==> src/rtl/player_pkg.sv <==
// rtl/player_pkg.sv - shared player direction and sprite-state encodings
package player_pkg;

    // Facing direction, shared with the sprite renderer
    localparam logic [1:0] P_LEFT  = 2'd0;
    localparam logic [1:0] P_RIGHT = 2'd1;
    localparam logic [1:0] P_UP    = 2'd2;
    localparam logic [1:0] P_DOWN  = 2'd3;

    // Sprite state / held-item encoding, shared with the sprite renderer
    localparam logic [3:0] P_NOTHING       = 4'd0;
    localparam logic [3:0] P_CHOPPING      = 4'd1;
    localparam logic [3:0] P_ONION_WHOLE   = 4'd2;
    localparam logic [3:0] P_ONION_CHOPPED = 4'd3;
    localparam logic [3:0] P_PLATE_EMPTY   = 4'd4;
    localparam logic [3:0] P_PLATE_ONION   = 4'd5;
    localparam logic [3:0] P_PAN_EMPTY     = 4'd6;
    localparam logic [3:0] P_PAN_RAW       = 4'd7;
    localparam logic [3:0] P_PAN_COOKED    = 4'd8;
    localparam logic [3:0] P_EXT_OFF       = 4'd9;
    localparam logic [3:0] P_EXT_ON        = 4'd10;

endpackage

==> src/rtl/step_calc.sv <==
// rtl/step_calc.sv - candidate position for one step, clamped to the play-field bounds
module step_calc
    import player_pkg::*;
#(
    parameter int SPEED = 2,
    parameter int X_MIN = 0,
    parameter int X_MAX = 992,
    parameter int Y_MIN = 0,
    parameter int Y_MAX = 736
) (
    input  logic [10:0] x_pos,
    input  logic [9:0]  y_pos,
    input  logic [1:0]  dir,
    output logic [10:0] cand_x,
    output logic [9:0]  cand_y
);

    // Thresholds are compared before stepping so the unsigned result never wraps
    localparam logic [10:0] X_LO     = 11'(X_MIN + SPEED);
    localparam logic [10:0] X_HI     = 11'(X_MAX - SPEED);
    localparam logic [10:0] X_MIN_V  = 11'(X_MIN);
    localparam logic [10:0] X_MAX_V  = 11'(X_MAX);
    localparam logic [10:0] X_STEP   = 11'(SPEED);
    localparam logic [9:0]  Y_LO     = 10'(Y_MIN + SPEED);
    localparam logic [9:0]  Y_HI     = 10'(Y_MAX - SPEED);
    localparam logic [9:0]  Y_MIN_V  = 10'(Y_MIN);
    localparam logic [9:0]  Y_MAX_V  = 10'(Y_MAX);
    localparam logic [9:0]  Y_STEP   = 10'(SPEED);

    // Move one axis by SPEED toward the requested direction, saturating at the bound
    always_comb begin
        cand_x = x_pos;
        cand_y = y_pos;
        case (dir)
            P_LEFT:  cand_x = (x_pos < X_LO) ? X_MIN_V : x_pos - X_STEP;
            P_RIGHT: cand_x = (x_pos > X_HI) ? X_MAX_V : x_pos + X_STEP;
            P_UP:    cand_y = (y_pos < Y_LO) ? Y_MIN_V : y_pos - Y_STEP;
            default: cand_y = (y_pos > Y_HI) ? Y_MAX_V : y_pos + Y_STEP;
        endcase
    end

endmodule

==> src/rtl/player_motion_ctrl.sv <==
// rtl/player_motion_ctrl.sv - per-player motion, collision handshake, chop timer and sprite state
module player_motion_ctrl
    import player_pkg::*;
#(
    parameter int SPEED       = 2,
    parameter int X_INIT      = 100,
    parameter int Y_INIT      = 100,
    parameter int X_MIN       = 0,
    parameter int X_MAX       = 992,
    parameter int Y_MIN       = 0,
    parameter int Y_MAX       = 736,
    parameter int CHOP_FRAMES = 90
) (
    input  logic        pixel_clk_in,
    input  logic        rst_n_in,
    input  logic        frame_tick_in,
    input  logic        btn_up_in,
    input  logic        btn_down_in,
    input  logic        btn_left_in,
    input  logic        btn_right_in,
    input  logic        btn_chop_in,
    input  logic        btn_spray_in,
    input  logic        at_board_in,
    input  logic [3:0]  held_item_in,
    output logic        move_req_out,
    output logic [10:0] move_x_out,
    output logic [9:0]  move_y_out,
    input  logic        move_ack_in,
    input  logic        move_ok_in,
    output logic [10:0] x_out,
    output logic [9:0]  y_out,
    output logic [1:0]  player_direction,
    output logic [3:0]  player_state,
    output logic        chop_done_out
);

    localparam logic [1:0] S_IDLE = 2'd0;
    localparam logic [1:0] S_REQ  = 2'd1;
    localparam logic [1:0] S_CHOP = 2'd2;

    localparam int               CNT_W     = $clog2(CHOP_FRAMES + 1);
    localparam logic [CNT_W-1:0] CNT_LAST  = CNT_W'(CHOP_FRAMES - 1);

    logic [1:0]       fsm_q;
    logic [CNT_W-1:0] chop_cnt_q;
    logic             any_dir;
    logic [1:0]       dir_sel;
    logic [10:0]      cand_x;
    logic [9:0]       cand_y;

    assign any_dir = btn_up_in | btn_down_in | btn_left_in | btn_right_in;

    // Resolve simultaneous direction buttons: up > down > left > right
    always_comb begin
        dir_sel = P_RIGHT;
        if (btn_up_in)
            dir_sel = P_UP;
        else if (btn_down_in)
            dir_sel = P_DOWN;
        else if (btn_left_in)
            dir_sel = P_LEFT;
    end

    step_calc #(
        .SPEED (SPEED),
        .X_MIN (X_MIN),
        .X_MAX (X_MAX),
        .Y_MIN (Y_MIN),
        .Y_MAX (Y_MAX)
    ) u_step_calc (
        .x_pos  (x_out),
        .y_pos  (y_out),
        .dir    (dir_sel),
        .cand_x (cand_x),
        .cand_y (cand_y)
    );

    // Movement/chop FSM: a step is only committed once the collision map grants it
    always_ff @(posedge pixel_clk_in or negedge rst_n_in) begin
        if (!rst_n_in) begin
            fsm_q            <= S_IDLE;
            x_out            <= 11'(X_INIT);
            y_out            <= 10'(Y_INIT);
            player_direction <= P_DOWN;
            move_req_out     <= 1'b0;
            move_x_out       <= 11'(X_INIT);
            move_y_out       <= 10'(Y_INIT);
            chop_cnt_q       <= '0;
            chop_done_out    <= 1'b0;
        end else begin
            chop_done_out <= 1'b0;
            case (fsm_q)
                S_IDLE: begin
                    if (frame_tick_in) begin
                        if (any_dir) begin
                            player_direction <= dir_sel;
                            move_req_out     <= 1'b1;
                            move_x_out       <= cand_x;
                            move_y_out       <= cand_y;
                            fsm_q            <= S_REQ;
                        end else if (btn_chop_in && at_board_in &&
                                     held_item_in == P_NOTHING &&
                                     player_direction != P_UP) begin
                            fsm_q      <= S_CHOP;
                            chop_cnt_q <= '0;
                        end
                    end
                end
                S_REQ: begin
                    // Frame ticks are deliberately ignored until the map answers
                    if (move_ack_in) begin
                        move_req_out <= 1'b0;
                        if (move_ok_in) begin
                            x_out <= move_x_out;
                            y_out <= move_y_out;
                        end
                        fsm_q <= S_IDLE;
                    end
                end
                S_CHOP: begin
                    if (frame_tick_in) begin
                        if (!btn_chop_in || !at_board_in || any_dir) begin
                            fsm_q      <= S_IDLE;
                            chop_cnt_q <= '0;
                        end else if (chop_cnt_q == CNT_LAST) begin
                            chop_done_out <= 1'b1;
                            fsm_q         <= S_IDLE;
                            chop_cnt_q    <= '0;
                        end else begin
                            chop_cnt_q <= chop_cnt_q + CNT_W'(1);
                        end
                    end
                end
                default: fsm_q <= S_IDLE;
            endcase
        end
    end

    // Sprite state: chopping overrides, then the active extinguisher, then the held item
    always_ff @(posedge pixel_clk_in or negedge rst_n_in) begin
        if (!rst_n_in)
            player_state <= P_NOTHING;
        else if (fsm_q == S_CHOP)
            player_state <= P_CHOPPING;
        else if (held_item_in == P_EXT_OFF && btn_spray_in)
            player_state <= P_EXT_ON;
        else if (held_item_in == P_CHOPPING || held_item_in > P_EXT_ON)
            player_state <= P_NOTHING;
        else
            player_state <= held_item_in;
    end

endmodule

==> config.mk <==
export PLATFORM = sky130hd
export DESIGN_NAME = player_motion_ctrl
export DESIGN_NICKNAME = d
export VERILOG_FILES = /design/src/rtl/player_pkg.sv /design/src/rtl/step_calc.sv /design/src/rtl/player_motion_ctrl.sv
export SDC_FILE = /design/constraint.sdc
export NUM_CORES = 1
export LEC_CHECK = 0
export CAP_MARGIN = 25
export CORE_MARGIN = 4
export CORE_UTILIZATION = 53
export CTS_CLUSTER_SIZE = 8
export DETAILED_ROUTE_END_ITERATION = 6
export PLACE_DENSITY = 0.93
export SLEW_MARGIN = 20
export SYNTH_ARGS = -nofsm -noshare
export SYNTH_HDL_FRONTEND = slang
export SYNTH_SLANG_ARGS = --single-unit
==> constraint.sdc <==
create_clock -name pixel_clk_in -period 2.7 [get_ports pixel_clk_in]
set_clock_uncertainty 0.1 [all_clocks]
set_input_delay 0.405 -clock pixel_clk_in [delete_from_list [all_inputs] [get_ports pixel_clk_in]]
set_output_delay 0.405 -clock pixel_clk_in [all_outputs]
set_load 0.03 [all_outputs]
==> Word level (Yosys, flattened, before mapping) <==
Cells that the tools add are included.
{ "classes": {"reduce_logical": 20, "n_mux": 35, "n_bitwise": 3, "n_div": 0, "addsub": 5, "magnitude_cmp": 5, "n_eq_ne": 16, "n_shift": 0, "multipliers": 0} }
{ "op_table": {"columns": ["op", "count"], "rows": [
  ["$mux W7", 6],
  ["$mux W11", 2],
  ["$pmux W11 S2", 1],
  ["$mux W10", 2],
  ["$pmux W10 S2", 1],
  ["$mux W2", 9],
  ["$ne A2 B2 Y1 const B", 7],
  ["$pmux W7 S2", 1],
  ["$mux W4", 3],
  ["$add A11 B2 Y11 const B", 1],
  ["$gt A11 B10 Y1 const B", 1],
  ["$lt A11 B2 Y1 const B", 1],
  ["$sub A11 B2 Y11 const B", 1],
  ["$add A10 B2 Y10 const B", 1],
  ["$gt A10 B10 Y1 const B", 1],
  ["$lt A10 B2 Y1 const B", 1],
  ["$reduce_and A5 Y1", 2],
  ["$sub A10 B2 Y10 const B", 1],
  ["$mux W1", 8],
  ["$add A7 B1 Y7 const B", 1],
  ["$eq A7 B7 Y1 const B", 1],
  ["$ne A3 B3 Y1 const B", 2],
  ["$pmux W2 S3", 1],
  ["$reduce_and A3 Y1", 2],
  ["15 further kinds", 27]
]} }
{ "totals": {"register_bits": 59, "input_bits": 16, "latchBits": 0, "wordCells": 94, "n_memories": 0, "mem_bits_ro": 0, "mem_bits_rw": 0} }

==> Logic depth before layout (Yosys ltp) <==
{ "depth": {"word_depth": 7, "depth_mapped": 8, "depth_no_buf": 7} }

==> By module <==
From an unflattened synthesis, not the netlist that was laid out.
{ "unflattened": {"cells_unflattened": 381, "area_unflattened_um2": 3739.8} }
{ "by_module_without_submodules": {"columns": ["module", "area_per_inst_um2", "cells_per_inst", "instances", "seq_area_each_um2"], "rows": [
  ["player_motion_ctrl", 2488.6, 181, 1, 1493.9],
  ["step_calc", 1251.2, 200, 1, 0.0]
]} }

==> Worst setup path before layout <==
OpenSTA, ideal clock, no wires.
{ "synth_path": {"kind": "flip-flop to flip-flop", "startpoint": "register x_out[1]", "endpoint": "register move_x_out[4]", "setup_slack_ns": 0.343, "arrival_time_ns": 2.126, "setup_ns": 0.130, "synth_period_minus_slack_ns": 2.357, "stages_incl_launch_ff": 8, "t_required_ns": 2.470, "n_path_buf": 0, "path_cell_list": "dfrtp_1 inv_1 ha_1 or4b_1 o311ai_0 o21ai_0 a31oi_1 o21ai_1"} }
{ "synth_via": {"elab_chain_cells": 3} }
{ "synth_rtl": {"columns": ["item", "line_no", "source"], "rows": [
  ["from (decl)", "player_motion_ctrl.sv:30", "output logic [10:0] x_out,"],
  ["from (signal assigned)", "player_motion_ctrl.sv:82", "x_out <= 11'(X_INIT);"],
  ["from (signal assigned)", "player_motion_ctrl.sv:114", "x_out <= move_x_out;"],
  ["$add A11 B2 Y11, or another cell as far along", "step_calc.sv:36", "P_RIGHT: cand_x = (x_pos > X_HI) ? X_MAX_V : x_pos + X_STEP;"],
  ["$mux W11 (on tied branches)", "step_calc.sv:36, step_calc.sv:35", null],
  ["$pmux W11 S2 *", "step_calc.sv:34", "case (dir)"],
  ["to (signal assigned)", "player_motion_ctrl.sv:86", "move_x_out <= 11'(X_INIT);"],
  ["to (signal assigned)", "player_motion_ctrl.sv:98", "move_x_out <= cand_x;"],
  ["to (decl)", "player_motion_ctrl.sv:26", "output logic [10:0] move_x_out,"]
]} }
Mark *: on every way between the ends. The rest lies on a longest branch, timed or not.
A chain may end at the register's enable or synchronous reset.

==> Worst setup path after layout <==
{ "layout_path": {"startpoint": "register x_out[2]", "endpoint": "register move_x_out[10]"} }
Same word-level chain as after synthesis.

==> impl_metrics.py <==
metrics = {
    "synthesis": {
        "synthSimpleGateAreaFrac_pct": 21.9,
        "postSynthAreaPerCell_um2": 9.31,
        "yosysMostFrequentCell": "dfrtp_1",
        "synth_edf_count": 0,
        "synthCells": 379,
        "yosys-top-cells-count": "45 x dfrtp_1, 31 x nor2_1, 27 x nand2_1",
        "synthXorXnorAreaFrac_pct": 1.74,
        "synth-seq-cells": 59,
        "syn_area_um2": 3530,
        "yosysTopAreaCellShare_pct": 31.9,
        "synthMuxAreaShare_pct": 7.91,
        "synth-compound-area-share_pct": 19.5,
        "synth_cell_type_count": 64,
        "yosysSeqAreaShare_pct": 42.4,
        "synth_fa_ha_area_share_pct": 2.13,
        "yosys-top-cells-area": "dfrtp_1 32%, dfstp_2 10%, mux2_2 7.3%",
        "synth_top_area_cell": "dfrtp_1",
        "ys_async_sr_fraction_pct": 100,
        "synthesis.nets": 401,
        "synth_top_family_by_area": "simple AND/OR/NAND/NOR gates",
        "yosysWarnings": 0,
        "synth_top_flop_cell": "dfrtp_1",
    },
    "sta": {
        "setup_violations": 0,
        "fmax_mhz": 415,
        "tns_ns": 0,
        "hold_viol": 0,
        "final.period_utilization_pct": 89.3,
        "tightest_slew_ns": 0.544,
        "hold_ws_ns": 0.393,
        "rsz0062_at_grt": "no",
        "max-slew-margin-rel_pct": 63.4,
        "slew_violations": 0,
        "final.min_clock_period_ns": 2.41,
    },
    "final_layout": {
        "drive_gt1_share_pct": 17.5,
        "layout.area.seq_um2": 1490,
        "syn_to_final_growth_pct": 28.1,
        "final_util_pct": 70.3,
        "multi_input_area_um2": 1880,
        "nNetsFinal": 473,
        "num-fill-cells": 452,
        "antennaDiodeCount": 0,
    },
    "global_route": {
        "grt_util_met3_pct": 3.83,
        "grtUsageMet2_pct": 39.2,
        "grt_overflow": 0,
        "top_usage_layer": "met2",
        "grt_pass1_vias": 3244,
        "grt_use_total_pct": 25.2,
        "antenna_found_initial": 0,
        "met1_usage_pct": 34.8,
        "grt_pass1_wl_um": 15700,
        "grt_max_degree": 25,
    },
    "floorplan": {
        "ios": 66,
        "die-area_um2": 8020,
        "rows": 29,
        "dieWidth_um": 89.6,
        "initial_core_util_pct": 54.9,
        "coreArea_um2": 6420,
        "die_y_um": 89.6,
    },
    "flow_run": {
        "maxCapViolations": 0,
    },
    "route": {
        "ant_nets": 0,
        "route.detailed.drc": 0,
        "drtIter0Drc": 174,
        "dr.pass1.iters": 5,
        "vias": 3381,
        "avgViaCountPerCell": 6.34,
        "drt-total-wl_um": 9380,
        "wl_per_cell_um": 17.6,
    },
    "power_and_ir_drop": {
        "p_total_mw": 4.78,
        "power_density_nw_per_um2": 1060,
        "ir_drop_mv": 0.805,
        "p_leak_nw": 1.80,
    },
    "clocking": {
        "post-cts-setup-buffers": 0,
        "clk_path_buf_depth": 2,
        "clk_latency_ns": 0.33,
        "cts.sinks": 59,
        "cts_root_buf": "clkbuf_8",
        "cts_tree": "done",
        "clk_pin_slew_worst_paths_ns": 0.06,
        "h-tree-depth": 3,
        "cts_buffers": 9,
    },
    "critical_path": {
        "end_kind": "flip-flop",
        "path_class": "flip-flop to flip-flop",
        "arrival_ns": 2.52,
        "startpoint_type": "flip-flop",
        "required_ns": 2.81,
        "worstPathMaxFanout": 9,
    },
    "place": {
        "port_buffers": 65,
        "place.gp.congestion": 0.949,
        "dp_hpwl_um": 6680,
    },
    "run_status": {
        "outcome": "complete, no violations",
    },
    "hold_path": {
        "hold_path_class": "flip-flop to flip-flop",
    },
}
## repair_timing
action                                  in CTS  in global routing
endpoints found under the setup margin       0                  0
endpoints found under the hold margin       11                  0
gates resized for setup                      0                  0
hold buffers                                 1                  0
## metrics by stage
step,instance area [µm²],worst slack [ns],cells
after floorplan,3530,0.343,379
after global placement,4340,0.195,516
after detailed placement,4340,0.137,516
after CTS,4520,0.340,533
after global routing,4520,0.165,533
final,4520,0.289,533
## state kept, by name (all words and copies together), names as in the netlist
| register | flops |
|---|---|
| move_x_out | 11 |
| x_out | 11 |
| chop_done_out | 1 |
| move_req_out | 1 |
| player_state | 4 |
| player_direction | 2 |
| move_y_out | 10 |
| y_out | 10 |
| fsm_q | 2 |
| chop_cnt_q | 7 |
## worst max-delay path: stages, from the launching register on
cell,delay [ns]
dfstp_2,0.41
inv_1,0.06
ha_1,0.20
or4b_1,0.52
o311ai_0,0.38
buf_4,0.19
a21oi_1,0.04
o21ai_0,0.25
a31oi_1,0.13
## kinds of logic (layout without fill, tap and decap cells)
kind of cell / after synthesis / count (layout)
flops: 59 / 59
xor+xnor: 7 / 7
mux: 25 / 25
buf+inv: 37 / 114
compound gates: 102 / 102
simple gates: 143 / 143
fa+ha+maj: 6 / 6
## placed cells by master, fill, tap and decap left out, drive strengths merged, types with 4 or more instances in the layout
| cell | netlist | layout |
|---|---|---|
| clkdlybuf4s50 | 0 | 64 |
| dfrtp | 45 | 45 |
| nor2 | 31 | 31 |
| o21ai | 29 | 29 |
| nand2 | 27 | 27 |
| mux2 | 23 | 23 |
| buf | 5 | 23 |
| a21oi | 15 | 15 |
| a31oi | 15 | 15 |
| dfstp | 14 | 14 |
| clkbuf | 22 | 13 |
| nand3 | 11 | 11 |
| inv | 10 | 10 |
| nor3 | 10 | 10 |
| nor2b | 6 | 6 |
| or3 | 6 | 6 |
| nor4 | 6 | 6 |
| xnor2 | 6 | 6 |
| ha | 6 | 6 |
| nand2b | 5 | 5 |
| and3 | 5 | 5 |
| and4 | 5 | 5 |
| o31ai | 5 | 5 |
| nand4 | 5 | 5 |
| or2 | 5 | 5 |
| nand3b | 4 | 4 |
| nor3b | 4 | 4 |
| nor4b | 4 | 4 |
| o41ai | 4 | 4 |
## metal layers
| layer | wire [µm] | part of all wire [%] | up-vias |
|---|---|---|---|
| li1 | - | - | 1571 |
| met4 | 208 | 2.2 | 0 |
| met3 | 682 | 7.3 | 23 |
| met1 | 4090 | 44 | 1609 |
| met5 | 0 | 0 | - |
| met2 | 4400 | 47 | 178 |
## cell type report
class | count | area share, %
Multi-Input combinational cell | 283 | 41.6
Sequential cell | 59 | 33.1
Timing Repair Buffer | 88 | 18.7
Clock buffer | 13 | 3.30
Tap cell | 77 | 2.13
Clock inverter | 3 | 0.332
Inverter | 10 | 0.831
## path summary, 6_finish.rpt
| kind | to | cells past startpoint | slack [ns] | startpoint |
|---|---|---|---|---|
| hold reg to reg | move_y_out[5] | 2 | 0.39 | move_y_out[5] |
| max in group asynchronous | y_out[5] | 3 | 1.36 | rst_n_in |
| setup / recovery | move_x_out[10] | 8 | 0.29 | x_out[2] |
| min in group asynchronous | chop_cnt_q[5] | 2 | 0.43 | rst_n_in |
| setup reg to reg | move_x_out[10] | 8 | 0.29 | x_out[2] |
| hold / removal | move_y_out[5] | 2 | 0.39 | move_y_out[5] |
## power breakdown
part	internal, mW	switching, mW
Clock	0.354	0.333
Combinational	1.06	1.34
Sequential	1.24	0.448
Total	2.66	2.12
No activity file was read; power rests on OpenSTA's default activity.
